**config.mk**
```make
export PLATFORM = sky130hd
export DESIGN_NAME = operand_fetch
export DESIGN_NICKNAME = d
export VERILOG_FILES = /design/src/rtl/operand_fetch.sv
export SDC_FILE = /design/constraint.sdc
export NUM_CORES = 1
export LEC_CHECK = 0
export BUFFER_PORTS_ARGS = -buffer_cell sky130_fd_sc_hd__clkbuf_2
export CORE_AREA = 2 2 163 181
export CTS_CLUSTER_DIAMETER = 200
export DETAILED_ROUTE_END_ITERATION = 6
export DIE_AREA = 0 0 165 183
export PLACE_DENSITY = 0.77
export SKIP_CTS_REPAIR_TIMING = 1
export SYNTH_ARGS = -nofsm -noshare
export SYNTH_HDL_FRONTEND = slang
export SYNTH_SLANG_ARGS = --single-unit
```
**constraint.sdc**
```tcl
create_clock -name clk -period 2.9 [get_ports clk]
set_input_delay 0.29 -clock clk [delete_from_list [all_inputs] [get_ports clk]]
set_output_delay 0.29 -clock clk [all_outputs]
set_load 0.02 [all_outputs]
```
**src/rtl/operand_fetch.sv**
```systemverilog
// Operand fetch stage: accepts a decoded instruction, reads both source
// operands from a registered-read regfile, bypasses a same-cycle writeback,
// and hands the operands to execute with a valid/ready handshake.
// A per-register busy scoreboard stalls an instruction whose sources are
// still waiting on an in-flight writer.
//
// Ports:
//   clk, rst_n                 clock, asynchronous active-low reset
//   in_valid/in_ready          decoded instruction handshake
//   in_rs1, in_rs2, in_rd      source / destination register indices
//   in_rd_wen                  instruction writes in_rd
//   rf_raddr1/2, rf_rdata1/2   regfile read port (data arrives one cycle later)
//   wb_valid/wb_addr/wb_data   writeback (same signals as the regfile write port)
//   out_valid/out_ready        operand handoff to execute
//   out_op1/2, out_rd, out_rd_wen  operands and destination for execute
//   flush                      squash the in-flight instruction, clear scoreboard

package core_cfg;
  localparam int unsigned REG_ADDR_WIDTH = 5;
  localparam int unsigned XLEN           = 64;
endpackage

module operand_fetch #(
  parameter int unsigned ADDR_WIDTH = core_cfg::REG_ADDR_WIDTH,
  parameter int unsigned DATA_WIDTH = core_cfg::XLEN
) (
  input  logic                  clk,
  input  logic                  rst_n,
  input  logic                  in_valid,
  output logic                  in_ready,
  input  logic [ADDR_WIDTH-1:0] in_rs1,
  input  logic [ADDR_WIDTH-1:0] in_rs2,
  input  logic [ADDR_WIDTH-1:0] in_rd,
  input  logic                  in_rd_wen,
  output logic [ADDR_WIDTH-1:0] rf_raddr1,
  output logic [ADDR_WIDTH-1:0] rf_raddr2,
  input  logic [DATA_WIDTH-1:0] rf_rdata1,
  input  logic [DATA_WIDTH-1:0] rf_rdata2,
  input  logic                  wb_valid,
  input  logic [ADDR_WIDTH-1:0] wb_addr,
  input  logic [DATA_WIDTH-1:0] wb_data,
  output logic                  out_valid,
  input  logic                  out_ready,
  output logic [DATA_WIDTH-1:0] out_op1,
  output logic [DATA_WIDTH-1:0] out_op2,
  output logic [ADDR_WIDTH-1:0] out_rd,
  output logic                  out_rd_wen,
  input  logic                  flush
);

  localparam int unsigned NUM_REGS = 2 ** ADDR_WIDTH;

  typedef enum logic [1:0] {
    IDLE  = 2'd0,
    FETCH = 2'd1,
    HOLD  = 2'd2
  } state_t;

  state_t state_q, state_d;

  logic [NUM_REGS-1:0]   busy_q, busy_d;
  logic [ADDR_WIDTH-1:0] rs1_q, rs2_q, rd_q;
  logic                  rd_wen_q;
  logic                  byp1_q, byp2_q;
  logic [DATA_WIDTH-1:0] byp1_data_q, byp2_data_q;
  logic [DATA_WIDTH-1:0] hold1_q, hold2_q;

  logic                  haz1, haz2;
  logic                  wb_hit1, wb_hit2;
  logic                  handoff;
  logic                  accept;
  logic [DATA_WIDTH-1:0] fetch_op1, fetch_op2;

  // Writeback matching an incoming source; x0 never matches.
  assign wb_hit1 = wb_valid && (wb_addr == in_rs1) && (wb_addr != '0);
  assign wb_hit2 = wb_valid && (wb_addr == in_rs2) && (wb_addr != '0);

  // A busy source is released by a writeback to it in the same cycle.
  assign haz1 = (in_rs1 != '0) && busy_q[in_rs1] && !wb_hit1;
  assign haz2 = (in_rs2 != '0) && busy_q[in_rs2] && !wb_hit2;

  // Regfile returns pre-write data, so a writeback seen at accept wins.
  assign fetch_op1 = byp1_q ? byp1_data_q : rf_rdata1;
  assign fetch_op2 = byp2_q ? byp2_data_q : rf_rdata2;

  assign out_rd     = rd_q;
  assign out_rd_wen = rd_wen_q;

  // Next state and handshake/output decode.
  always_comb begin
    state_d   = state_q;
    out_valid = 1'b0;
    out_op1   = '0;
    out_op2   = '0;
    handoff   = 1'b0;
    in_ready  = 1'b0;
    accept    = 1'b0;
    rf_raddr1 = rs1_q;
    rf_raddr2 = rs2_q;

    case (state_q)
      FETCH: begin
        out_valid = 1'b1;
        out_op1   = fetch_op1;
        out_op2   = fetch_op2;
      end
      HOLD: begin
        out_valid = 1'b1;
        out_op1   = hold1_q;
        out_op2   = hold2_q;
      end
      default: ;
    endcase

    handoff  = out_valid && out_ready;
    in_ready = rst_n && !flush && !haz1 && !haz2 && ((state_q == IDLE) || handoff);
    accept   = in_valid && in_ready;

    if (accept) begin
      rf_raddr1 = in_rs1;
      rf_raddr2 = in_rs2;
    end

    case (state_q)
      IDLE:    if (accept) state_d = FETCH;
      FETCH:   state_d = handoff ? (accept ? FETCH : IDLE) : HOLD;
      HOLD:    if (handoff) state_d = accept ? FETCH : IDLE;
      default: state_d = IDLE;
    endcase

    if (flush) state_d = IDLE;
  end

  // Scoreboard update: clear on writeback, set on accept (set wins).
  always_comb begin
    busy_d = busy_q;
    if (wb_valid) busy_d[wb_addr] = 1'b0;
    if (accept && in_rd_wen && (in_rd != '0)) busy_d[in_rd] = 1'b1;
    if (flush) busy_d = '0;
    busy_d[0] = 1'b0;
  end

  // State register.
  always_ff @(posedge clk or negedge rst_n) begin
    if (!rst_n) begin
      state_q <= IDLE;
      busy_q  <= '0;
    end else begin
      state_q <= state_d;
      busy_q  <= busy_d;
    end
  end

  // Instruction latch, bypass capture and operand hold registers.
  always_ff @(posedge clk or negedge rst_n) begin
    if (!rst_n) begin
      rs1_q       <= '0;
      rs2_q       <= '0;
      rd_q        <= '0;
      rd_wen_q    <= 1'b0;
      byp1_q      <= 1'b0;
      byp2_q      <= 1'b0;
      byp1_data_q <= '0;
      byp2_data_q <= '0;
      hold1_q     <= '0;
      hold2_q     <= '0;
    end else begin
      if (accept) begin
        rs1_q       <= in_rs1;
        rs2_q       <= in_rs2;
        rd_q        <= in_rd;
        rd_wen_q    <= in_rd_wen;
        byp1_q      <= wb_hit1;
        byp2_q      <= wb_hit2;
        byp1_data_q <= wb_data;
        byp2_data_q <= wb_data;
      end
      // Freeze operands when execute stalls; regfile output may change later.
      if ((state_q == FETCH) && !out_ready && !flush) begin
        hold1_q <= fetch_op1;
        hold2_q <= fetch_op2;
      end
    end
  end

endmodule

```
# == Yosys cells after proc, flatten, opt, wreduce, memory -nomap -nowiden ==
# Index checks and enable logic that the tools add are counted.
# totals
reg_bits,243
in_bits,219
output_inout_bits,146
elab_cells,84
# op_classes
magnitude_cmp,6
n_eq_ne,6
muxes,24
n_bitwise,3
n_reduce_logical,34
# op_table
cell,count
one-hot mux 64 bit (2 select lines),2
2-to-1 mux 64 bit,2
2-to-1 mux 32 bit,3
AND 32 bit,1
NOT 32 bit,1
OR 32 bit,1
"less-than comparator 5 x 6 -> 1 bit, second input constant",4
logical AND 1 bit,20
nonzero test 5 bit,4
binary-select mux 1 bit (select 5 bit),2
demux 1 bit (select 5 bit),2
== test 5 bit,2
"greater-or-equal comparator 5 x 1 -> 1 bit, second input constant",2
2-to-1 mux 5 bit,2
2-to-1 mux 2 bit,4
logical NOT 1 bit,6
2-to-1 mux 1 bit,6
"inequality test 3 bit, second input constant",2
one-hot mux 2 bit (3 select lines),1
"== test 2 x 1 -> 1 bit, second input constant",1
"== test 2 bit, second input constant",1
logical NOT 2 bit,1
AND reduction 2 bit,1
OR reduction 2 bit,1
logical OR 1 bit,1

# == Longest topological paths before layout ==
# logic_depth
word_depth,14
ltp_mapped,11
depth_no_buf,7

# == Worst setup path after synthesis ==
# OpenSTA, ideal clock, no wires.
# synth_timing
path_kind,input to output
startpoint,input port wb_addr[2]
endpoint,output port rf_raddr1[4]
t_arrival_ps,2668
t_required_ps,2610
path_slack_ps,-58
stages,10
n_path_buf,3
cell_sequence,buf_2 or3_4 o31ai_4 nor4_1 or3_1 o221a_2 nand2_4 buf_12 buf_8 mux2_1
# synth_between
elab_chain_len,11
word_cells_on_any_way,18
cone_classes,eq/ne: 2; mux: 1; reduce/logical: 15
# synth_lines
element,line_no,source
start: declaration,40,"input logic [ADDR_WIDTH-1:0] wb_addr,"
== test 5 bit,75,assign wb_hit1 = wb_valid && (wb_addr == in_rs1) && (wb_addr != '0);
logical AND 1 bit (2 in a row),75,
logical NOT 1 bit,79,assign haz1 = (in_rs1 != '0) && busy_q[in_rs1] && !wb_hit1;
logical AND 1 bit,79,
logical NOT 1 bit,116,in_ready = rst_n && !flush && !haz1 && !haz2 && ((state_q == IDLE) || handoff);
logical AND 1 bit,116,
logical AND 1 bit (*) (2 in a row),116,
named net in_ready,30,"output logic in_ready,"
logical AND 1 bit (*),117,accept = in_valid && in_ready;
2-to-1 mux 5 bit (*),n/a,
end: declaration,35,"output logic [ADDR_WIDTH-1:0] rf_raddr1,"
# The timed path passes the listed nets; every way through them passes the cells marked *.

# == Worst setup path after layout ==
# layout_timing
startpoint,register busy_q[6]
endpoint,output port rf_raddr1[4]
# layout_between
elab_chain_len,10
word_cells_on_any_way,15
cone_classes,mux: 5; reduce/logical: 10
# layout_lines
element,line_no,source
start: declaration,61,"logic [NUM_REGS-1:0] busy_q, busy_d;"
start signal: assignment,150,busy_q <= busy_d;
binary-select mux 1 bit (select 5 bit),79,
2-to-1 mux 1 bit (implied by the code),79,
logical AND 1 bit (2 in a row),79,
logical NOT 1 bit,116,
logical AND 1 bit,116,
logical AND 1 bit (*) (2 in a row),116,
logical AND 1 bit (*),117,
2-to-1 mux 5 bit (*),n/a,
# Every way passes the cells marked *; elsewhere a longest branch is shown, timed or not. The select of a mux whose other input is x is not followed.

==> out/metrics.cfg <==
[finish]
layout_common_cells = clkbuf_2 (352), mux2_2 (313), dfrtp_1 (241)
fin_util = 0.6291
final_net_count = 1748
drive_above_1_share = 0.5184
diodes = 0
layout_commonest_cell = clkbuf_2
syn_to_final_growth_pct = 29.86

[sta]
skew_ns = 0.01206
timing.final.max_slew_violations = 0
max_freq_mhz = 322.4
tightest_slew_ns = 1.013
relSlewSlack = 0.3244
fin_crit_ns = 3.102
finalHoldViolCount = 0
finalSetupViolations = 10
fin_crit_sh = 1.070
timing.final.ws_setup_ns = -0.2019
rsz0062_at_grt = yes
hold_slack_ns = 0.004320

[worst_setup_path]
cp-end-kind = primary output
criticalPathCategory = flip-flop to primary output
critPathMaxFanout = 12
crit_required_ns = 2.61
crit_start = busy_q[6]$_DFF_PN0_
r2r-start = busy_q[6]$_DFF_PN0_
rr_worst_depth = 10
worstPathArrival_ns = 2.81
r2r_end = busy_q[5]$_DFF_PN0_
startpoint_type = flip-flop
r2r_slack_ns = 0.09

[route]
drc = 0
avgViaCountPerCell = 5.927
wl_um = 41370
wl_per_cell_um = 21.60
drtIter0Drc = 950
drt_first_pass_iters = 7
vias = 11351
ant_nets = 0

[logic_synthesis]
synth_area_um2 = 13750
ys_types = 53
ys_warn_count = 0
async_flop_share = 1.000
syn-instance-count = 1137
syn_avg_cell_area_um2 = 12.09
ys_seq_area_frac = 0.4422
ys.flop_type = dfrtp_1
synth-edff-count = 0
synth_seq_cells = 243
synth_fp_nets = 1360

[die]
die_area_um2 = 30200
die_y_um = 183
io_pins = 365
rows = 65
initial_utilization = 0.4845
core_um2 = 28380
die_w_um = 165

[flow_run]
drv_cap = 0

[global_routing]
grt_use_total = 0.2549
antenna_found_initial = 0
grt_pass1_vias = 11292
grt_pass1_wl_um = 61490
grt_overflow = 0
grt_max_degree = 134

[placement]
gp_congestion = 0.8724
io_buffers = 364
place_hpwl_um = 26710

[power_and_ir_drop]
ir_worst_vdd_mv = 0.5820
p_leak_nw = 7.822
power_density_nw_per_um2 = 621.8
total_power_mw = 11.10

[min_path]
hold_path_depth = 2
hold_path_end = byp2_data_q[42]$_DFFE_PN0N_
hold_class = input pin to flip-flop
min_from = wb_data[42]

[clock_network]
numCtsBuffers = 28
clock_sinks = 243
clk_latency_ns = 0.54
path_clk_slew_ns = 0.06
htree_num_levels = 1
root_buffer = clkbuf_16
cts_buffer_depth = 3
cts_tree = yes

[run_status]
violations = negative setup slack
status = finished with violations

==> cells in the mapped netlist (2+ instances only) <==
master / number / share of area
ha_1: 4 / 0.0036
nor4_1: 3 / 0.0014
o22ai_1: 6 / 0.0027
a22oi_1: 128 / 0.070
or3_1: 6 / 0.0027
dfrtp_1: 243 / 0.44
o21ai_0: 7 / 0.0025
xor2_1: 4 / 0.0025
nor2b_1: 128 / 0.058
mux2_1: 36 / 0.029
nor3b_1: 3 / 0.0016
or3b_2: 5 / 0.0032
nand2_1: 9 / 0.0025
nand4b_1: 2 / 0.0013
a311oi_1: 3 / 0.0019
mux2i_1: 13 / 0.0095
nand3b_1: 12 / 0.0066
buf_2: 8 / 0.0029
nor2_1: 7 / 0.0019
nand3_1: 8 / 0.0029
o32ai_1: 2 / 0.0013
a21oi_1: 5 / 0.0018
nor3_1: 2 / 0.00073
clkbuf_1: 74 / 0.020
o41ai_1: 23 / 0.015
mux2_2: 307 / 0.25
buf_6: 3 / 0.0025
o211ai_1: 28 / 0.015
buf_4: 5 / 0.0027
buf_1: 11 / 0.0030
xnor2_1: 6 / 0.0038
o41ai_2: 2 / 0.0024
mux4_2: 7 / 0.011
buf_8: 4 / 0.0044
inv_1: 5 / 0.0014
==> logic make-up after synthesis <==
| kind of cell | share of synthesized area |
|---|---|
| flip-flops | 0.4422 |
| adder cells (fa/ha/maj) | 0.003640 |
| XOR/XNOR | 0.006369 |
| AO/OA/AOI/OAI | 0.1197 |
| buffers and inverters | 0.03876 |
| multiplexers | 0.3018 |
| AND/OR/NAND/NOR | 0.08745 |
==> area by class of cell <==
class                      instances  area [um2]
clock inverter                    10       234.0
multi-input combinational        782        7277
clock buffer                      42       874.6
timing repair buffer             464        2900
sequential                       243        6088
inverter                           6       22.52
fill                            2220       10530
tap                              368       460.4
==> through the flow <==
stage	cells	worst slack [ns]	TNS, ns	cell area, um2
after floorplan	1137	0.002836	0	13760
after global placement	1795	0.06461	0	15960
after detailed placement	1795	-0.06671	-0.2080	15960
after CTS	1847	-0.2960	-2.825	17070
after global routing	1915	-0.3156	-3.165	17860
final	1915	-0.2019	-1.876	17860
==> registers in the layout, indices dropped and copies added (netlist names) <==
name / count
byp2_data_q: 64
hold1_q: 64
hold2_q: 64
busy_q: 31
out_rd: 5
rs1_q: 5
rs2_q: 5
state_q: 2
byp1_q: 1
byp2_q: 1
out_rd_wen: 1
==> where the power goes <==
group          leakage [nW]  total [mW]  switching (mW)  internal [mW]
registers              3.11        4.91           0.573           4.34
clock network         0.537        4.15            1.45           2.70
logic                  4.18        2.04           0.878           1.16
==> worst max-delay path, stage by stage (launching register included) <==
cell and delay (ns):
dfrtp_1 0.41, mux4_2 0.47, mux2_2 0.28, nor3b_2 0.16, or3_1 0.14, o221a_4 0.23, nand2_8 0.10, mux2_4 0.32
buf_4 0.16
==> worst max path at each step <==
stage                                            end  slack, ns  cells past startpoint
after CTS                               rf_raddr1[4]      -0.30                      8
final                                   rf_raddr1[4]      -0.20                      8
after detailed placement         busy_q[8]$_DFF_PN0_      -0.07                     10
after global routing                    rf_raddr2[1]      -0.32                      8
after global placement    byp2_data_q[7]$_DFFE_PN0N_       0.06                      9
after floorplan                         rf_raddr1[0]      0.003                     10
==> routing by layer <==
metal / vias to the layer above / wire length (um) / global-route usage
met5: - / 0 / 0
met4: 0 / 1473 / 0.09078
met3: 104 / 3220 / 0.05880
met2: 528 / 20320 / 0.4193
met1: 5675 / 16360 / 0.3291
li1: 5044 / - / -
(Power assumes the default switching activity.)
